File: config.mk
export PLATFORM = sky130hd
export DESIGN_NAME = pixel_aer_arbiter_fifo
export DESIGN_NICKNAME = d
export VERILOG_FILES = /design/src/rtl/pixel_aer_arbiter_fifo.sv
export SDC_FILE = /design/constraint.sdc
export NUM_CORES = 1
export LEC_CHECK = 0
export CELL_PAD_IN_SITES_DETAIL_PLACEMENT = 1
export CELL_PAD_IN_SITES_GLOBAL_PLACEMENT = 1
export CORE_AREA = 2 2 347 349
export DETAILED_ROUTE_END_ITERATION = 16
export DIE_AREA = 0 0 349 351
export GPL_TIMING_DRIVEN = 1
export PLACE_DENSITY_LB_ADDON = 0.1
export SYNTH_ARGS = -nofsm -noshare
export SYNTH_HDL_FRONTEND = slang
export SYNTH_SLANG_ARGS = --single-unit
File: constraint.sdc
create_clock -name clk_i -period 17.8 [get_ports clk_i]
set_clock_uncertainty 0.15 [all_clocks]
set_input_delay 3.56 -clock clk_i [delete_from_list [all_inputs] [get_ports clk_i]]
set_output_delay 3.56 -clock clk_i [all_outputs]
set_load 0.005 [all_outputs]
File: src/rtl/pixel_aer_arbiter_fifo.sv
// Round-robin group-snapshot arbiter for a ROWS x COLS event-pixel array, feeding AER words through a FWFT FIFO.
// Optional macro OVERFLOW_DROP_EN: grants never stall on a full FIFO; overflowing events are counted in drop_cnt_o.
module pixel_aer_arbiter_fifo #(
  parameter int ROWS       = 8,
  parameter int COLS       = 8,
  parameter int POLARITY   = 2,
  parameter int TS_WIDTH   = 16,
  parameter int FIFO_DEPTH = 8,
  parameter int ROW_ADD    = $clog2(ROWS),
  parameter int COL_ADD    = $clog2(COLS),
  parameter int WIDTH      = ROW_ADD + COL_ADD + TS_WIDTH + 1
) (
  input  logic                                      clk_i,
  input  logic                                      reset_i,
  input  logic [ROWS-1:0][COLS-1:0][POLARITY-1:0]   set_i,
  output logic [ROWS-1:0][COLS-1:0]                 gnt_o,
  output logic                                      grp_release_o,
  output logic                                      evt_valid_o,
  input  logic                                      evt_ready_i,
  output logic [WIDTH-1:0]                          evt_data_o,
  output logic [$clog2(FIFO_DEPTH):0]               fifo_count_o,
  output logic [7:0]                                drop_cnt_o
);

  localparam int N     = ROWS * COLS;
  localparam int IDX_W = $clog2(N);
  localparam int PTR_W = $clog2(FIFO_DEPTH);

  typedef enum logic [1:0] {IDLE, SCAN, RELEASE} state_t;

  state_t              state;
  logic [N-1:0]        req;
  logic [N-1:0]        pol;
  logic [N-1:0]        pending;
  logic [N-1:0]        live;
  logic [N-1:0]        sel_mask;
  logic [N-1:0]        remain;
  logic [IDX_W-1:0]    last;
  logic [IDX_W-1:0]    sel_idx;
  logic [ROW_ADD-1:0]  sel_row;
  logic [COL_ADD-1:0]  sel_col;
  logic                sel_found;
  logic                grant;
  logic                push;
  logic                pop;
  logic                fifo_full;
  logic [TS_WIDTH-1:0] ts;
  logic [WIDTH-1:0]    word;
  logic [WIDTH-1:0]    mem [FIFO_DEPTH];
  logic [PTR_W-1:0]    wr_ptr;
  logic [PTR_W-1:0]    rd_ptr;
  logic [PTR_W:0]      count;

  always_comb begin
    req = '0;
    pol = '0;
    for (int r = 0; r < ROWS; r++) begin
      for (int c = 0; c < COLS; c++) begin
        req[r*COLS+c] = |set_i[r][c];
        pol[r*COLS+c] = set_i[r][c][1];
      end
    end
  end

  // Requests withdrawn before their grant simply vanish from the snapshot.
  assign live = pending & req;

  always_comb begin
    int idx;
    idx       = 0;
    sel_found = 1'b0;
    sel_idx   = '0;
    sel_row   = '0;
    sel_col   = '0;
    for (int k = 1; k <= N; k++) begin
      idx = int'(last) + k;
      if (idx >= N) idx = idx - N;
      if (!sel_found && live[idx[IDX_W-1:0]]) begin
        sel_found = 1'b1;
        sel_idx   = IDX_W'(idx);
        sel_row   = ROW_ADD'(idx / COLS);
        sel_col   = COL_ADD'(idx % COLS);
      end
    end
  end

  assign fifo_full = (count == (PTR_W+1)'(FIFO_DEPTH));
  assign sel_mask  = {{(N-1){1'b0}}, 1'b1} << sel_idx;
  assign remain    = live & ~sel_mask;

`ifdef OVERFLOW_DROP_EN
  assign grant = (state == SCAN) && sel_found;
`else
  assign grant = (state == SCAN) && sel_found && !fifo_full;
`endif

  assign push = grant && !fifo_full;
  assign pop  = (count != '0) && evt_ready_i;
  assign word = {sel_row, sel_col, ts, pol[sel_idx]};

  always_comb begin
    gnt_o = '0;
    if (grant) gnt_o[sel_row][sel_col] = 1'b1;
  end

  always_ff @(posedge clk_i or posedge reset_i) begin
    if (reset_i) ts <= '0;
    else         ts <= ts + 1'b1;
  end

  // Releasing straight from the final grant keeps the pulse one cycle after it.
  always_ff @(posedge clk_i or posedge reset_i) begin
    if (reset_i) begin
      state         <= IDLE;
      pending       <= '0;
      last          <= IDX_W'(N-1);
      grp_release_o <= 1'b0;
    end else begin
      grp_release_o <= 1'b0;
      case (state)
        IDLE: begin
          if (|req) begin
            pending <= req;
            state   <= SCAN;
          end
        end
        SCAN: begin
          if (!sel_found) begin
            pending       <= '0;
            state         <= RELEASE;
            grp_release_o <= 1'b1;
          end else if (grant) begin
            pending <= remain;
            last    <= sel_idx;
            if (remain == '0) begin
              state         <= RELEASE;
              grp_release_o <= 1'b1;
            end
          end else begin
            pending <= live;
          end
        end
        RELEASE: state <= IDLE;
        default: state <= IDLE;
      endcase
    end
  end

  always_ff @(posedge clk_i) begin
    if (push) mem[wr_ptr] <= word;
  end

  always_ff @(posedge clk_i or posedge reset_i) begin
    if (reset_i) begin
      wr_ptr <= '0;
      rd_ptr <= '0;
      count  <= '0;
    end else begin
      if (push) wr_ptr <= wr_ptr + 1'b1;
      if (pop)  rd_ptr <= rd_ptr + 1'b1;
      case ({push, pop})
        2'b10:   count <= count + 1'b1;
        2'b01:   count <= count - 1'b1;
        default: count <= count;
      endcase
    end
  end

  assign evt_valid_o  = (count != '0);
  assign evt_data_o   = evt_valid_o ? mem[rd_ptr] : '0;
  assign fifo_count_o = count;

`ifdef OVERFLOW_DROP_EN
  logic [7:0] drop_cnt;

  always_ff @(posedge clk_i or posedge reset_i) begin
    if (reset_i)                                         drop_cnt <= '0;
    else if (grant && fifo_full && drop_cnt != 8'hFF)    drop_cnt <= drop_cnt + 1'b1;
  end

  assign drop_cnt_o = drop_cnt;
`else
  assign drop_cnt_o = '0;
`endif

endmodule

Word level (Yosys, flattened, before mapping)
Memory sizes are Yosys's and may differ from the RTL's.
Index checks and enable logic that the tools add are counted.
W data, S select, Z words.
- RAM bits: 184
- bits of input ports: 131
- logic and storage cells: 1156
- register bits: 99
- output and inout port bits: 101
- memories kept: 1
- memories (memory ; words ; width ; read ports ; clocked after Yosys merged registers in ; wr ports ; line ; text):
    mem ; 8 ; 23 ; 1 ; 0 ; 1 ; 49 ; logic [WIDTH-1:0] mem [FIFO_DEPTH];
- $add $sub $neg: 197
- shift-type cells: 1
- reduce and logical (&&, ||, !) cells: 270
- bitwise gates (word level): 67
- magnitude comparators: 133
- eq/ne operators: 7
- multiplexer cells: 472
- operator list (operator ; number):
    $mux W32 ; 64
    $sub A7 B7 Y8 const B ; 63
    $lt A6 B7 Y1 const B ; 65
    $ge A7 B7 Y1 const B ; 63
    $bmux W1 S6 ; 65
    $mux W3 ; 128
    $mux W6 ; 64
    $mux W64 ; 4
    $add A6 B6 Y7 const B ; 32
    $add A3 B1 Y3 ; 64
    $reduce_or A3 Y1 ; 64
    $mux W1 ; 136
    $and A64 B64 Y64 ; 2
    $pmux W64 S2 ; 1
    $reduce_or A128 Y1 ; 1
    $reduce_or A2 Y1 ; 64
    $add A6 B5 Y7 const B ; 16
    $logic_and A1 B1 Y1 ; 69
    $and A1 B1 Y1 ; 64
    $logic_not A1 Y1 ; 64
    $logic_not A64 Y1 ; 1
    $not A64 Y64 ; 1
    $shl A1 B6 Y64 const A ; 1
    $add A6 B4 Y7 const B ; 8
    30 further kinds ; 43

Logic depth before layout (Yosys ltp)
- depth after elaboration: 203
- mapped depth: 38
- mapped depth without buffers: 24

Worst setup path before layout
Ideal clock, no wire load.
- path kind: input to output
- start: in set_i[31] in the netlist's numbering
- end: out gnt_o[10] in the netlist's numbering
- slack: 5.274 ns
- arrival time: 8.816 ns
- stages on the path: 23
- required time: 14.090 ns
- path through: o21a_1 > mux4_2 > a32oi_2 > a211oi_1 > a2111oi_4 > o211ai_4 > or3_1 > buf_2 > nor4_1 > buf_2 > o21ai_0 > o221ai_1 > o211ai_1 > a2111o_1 > a21oi_1 > nor3_1 > o21ai_0 > nand2_1 > a21oi_1 > nand2_1 > or3b_2 > clkbuf_1 > nor2_1
- RTL lines (element ; line ; text):
    start: declaration ; 15 ; input logic [ROWS-1:0][COLS-1:0][POLARITY-1:0] set_i,
    end: declaration ; 16 ; output logic [ROWS-1:0][COLS-1:0] gnt_o,

==> run metrics <==
CP peak stage delay=1.10 ns; final wirelength=241000 um; number of flops mapped to enable cells by yosys=184; Hold/Removal Path Class=reg2reg; DP HPWL=187000 um; synthesized flop and latch total=283; number of H-tree levels=1; Initial DRT Pass Iterations=9; Setup crit end kind=output port; Nets=4522; CTS Sinks=283; port bufs=223; final setup fails=0; grt peak-use layer=met2; I/O pin cnt=232; fraction of layout cells with a size suffix above 1=14.0%; status=complete, no violations; Least-Margin Pin Slew=1.33 ns; final worst path period share=98.0%; Final Util=33.9%; met3 Use GR=9.24%; grt met2 use=57.2%; initial antenna violation count=20; Crit Path Class=in2out; vias in the first global route=38500; Final TNS setup=0 ns; # DRC=0; WP data arrival=13.73 ns; Period minus WS final=17.44 ns; cts bufs inserted=29; Worst Path Required=14.09 ns; clock root cell=clkbuf_16; Clk Latency, worst-skew pair=0.61 ns; post-CTS setup buffer count=0; Max Slew Vio Count=0; main flop type after synthesis=edfxtp_1; sequential area share after synthesis=23.4%; crit-path cells=clkdlybuf4s50_1 > o21a_1 > mux2i_1 > o31ai_1 > o311ai_0 > and4_1 > o211ai_1 > or3_1 > nor2_1 > and3_1 > a2111oi_0 > o211ai_1 > a2111o_1 > a21oi_1 > nor3_1 > o21ai_0 > nand2_1 > a21oi_1 > buf_4 > nand2_1 > nor3b_1 > nor2b_1 > clkdlybuf4s50_1; total die area=122000 um2; via count=40100; Site Rows=127; Clk pin slew, worst setup/hold paths=0.07 ns; Post-Place Worst Slack=0.778 ns; cells after synthesis=3982; Syn Area/Cell=8.61 um2; Initial Utilization=28.8%; total grt overflow=0; asr flop ratio synth=35.0%; synth warn=0; clock buffer depth=3; WP buf/inv=3; Routability Congestion=1.07; first-pass GRT wire length=326000 um; CTS tree=built; routed len/inst=41.3 um; overall routing resource usage=38.0%; CP max stage cell=o31ai_1; Final WS setup=0.364 ns; Post-CTS Hold Buffers=0; Final Hold Viols=0; Max Cap Violations=0; Hold Slack=0.386 ns; post-synthesis instance area=34300 um2; RSZ-0062 raised after global routing=no; cts repair resizes=0; Die Ht=351 um; largest net degree at the start of global routing=84; nature of the critical path startpoint=input port; area delta synth->final=17.7%; CP top delay family=compound AO/OA/AOI/OAI gates; met1 global-route usage=49.9%; Core Box Area=119000 um2; Yosys cell types=124; Vias/cell=6.89; fmax=0.0574 GHz; Die W=349 um; Slew HR=10.1%; Post-DRT Antenna Nets=0; crit path max fanout=19; DRT iter0 DRCs=5529
[cell families after synthesis]
group	count (synthesis)	synth area share [%]
AND/OR/NAND/NOR	1387	20.4
AO/OA/AOI/OAI	1407	28.7
adder cells (fa/ha/maj)	146	5.35
other	1	0.0109
multiplexers	272	13.5
flip-flops	283	23.4
XOR/XNOR	157	4.16
buffers and inverters	329	4.58
[cell usage after synthesis (30+ instances only)]
library cell  instances  area (um2)
a211oi_1            115         863
a21o_1               43         323
a21oi_1             202        1010
a221oi_1             30         263
a22oi_1              46         345
a31oi_1              33         206
and2_1               32         200
buf_2                57         285
clkbuf_1            132         495
dfrtp_1              93        2330
edfxtp_1            184        5530
ha_1                145        1810
inv_1                47         176
mux2i_1             111        1110
mux4_2              150        3380
nand2_1             327        1230
nand3_1             113         566
nand4_1              68         425
nor2_1              408        1530
nor3_1              122         611
nor4_1               47         294
o2111ai_1            47         412
o211ai_1            120         901
o21a_1               69         518
o21ai_0             276        1380
o22ai_1              90         563
or2_2                32         200
xnor2_1             132        1160
[per-stage QoR]
step | cell area [um2] | cells
2_1_floorplan | 34500 | 4050
3_3_place_gp | 39200 | 5762
3_5_place_dp | 39200 | 5762
4_1_cts | 40400 | 5816
5_1_grt | 40400 | 5820
6_report | 40400 | 5825
[state kept, by name (all words and copies together), names as in the netlist]
signal	count
mem	184
pending	64
ts	16
last	6
fifo_count_o	4
rd_ptr	3
wr_ptr	3
state	2
grp_release_o	1
[placed cells by master, fill, tap and decap left out, drive strengths merged, types with 111 or more instances in the layout]
master         netlist  layout
nor2               412     412
nand2              330     330
o21ai              304     304
clkdlybuf4s50        0     223
a21oi              202     202
buf                128     201
edfxtp             184     184
mux4               150     150
ha                 145     145
nor3               138     138
xnor2              134     134
o211ai             124     124
nand3              118     118
a211oi             116     116
mux2i              111     111
[final timing paths]
kind | from | to | slack (ns) | cells past startpoint
worst min-delay path | pending[53] | pending[53] | 0.39 | 1
worst min register to register | pending[53] | pending[53] | 0.39 | 1
max in group asynchronous | reset_i | pending[22] | 12.85 | 3
worst max-delay path | set_i[67] | gnt_o[35] | 0.36 | 23
worst max register to register | last[0] | mem[4][0] | 5.11 | 25
min in group asynchronous | reset_i | pending[43] | 3.24 | 2
[layout make-up]
class / instances / area [um2]
well taps: 1548 / 1940
repair buffers: 424 / 3750
multi-input cells: 3438 / 25200
clock buffers: 33 / 761
flip-flops and latches: 283 / 8020
clock inverters: 21 / 375
fillers: 13800 / 78600
diodes: 9 / 22.5
inverters: 69 / 262
[worst reg2reg max path, stage by stage (launching register included)]
cell       delay, ns
dfstp_4         0.93
inv_2           0.08
buf_4           0.29
ha_4            0.72
buf_4           0.67
nand2_1         0.59
o22ai_1         0.70
o211ai_1        0.22
and4_1          0.27
mux4_2          0.67
o211ai_1        0.34
or3_1           0.71
or4_1           0.61
nor2_1          0.30
a211oi_1        0.81
nand4_1         0.34
or3_1           0.55
o21ai_4         0.51
buf_4           0.58
mux2i_1         0.55
mux2i_1         0.16
o21a_1          0.21
a2111oi_0       0.39
a311oi_1        0.12
a22oi_1         0.37
nand3_1         0.44
[per-layer routing]
metal	share of wire [%]	vias to the layer above
li1	-	16300
met1	41	20400
met2	42	2648
met3	10	704
met4	6.7	20
met5	0.051	-
Power is left out: the tool's default activity adds up to more than one toggle a clock period on the data nets, which glitch-free logic cannot reach.
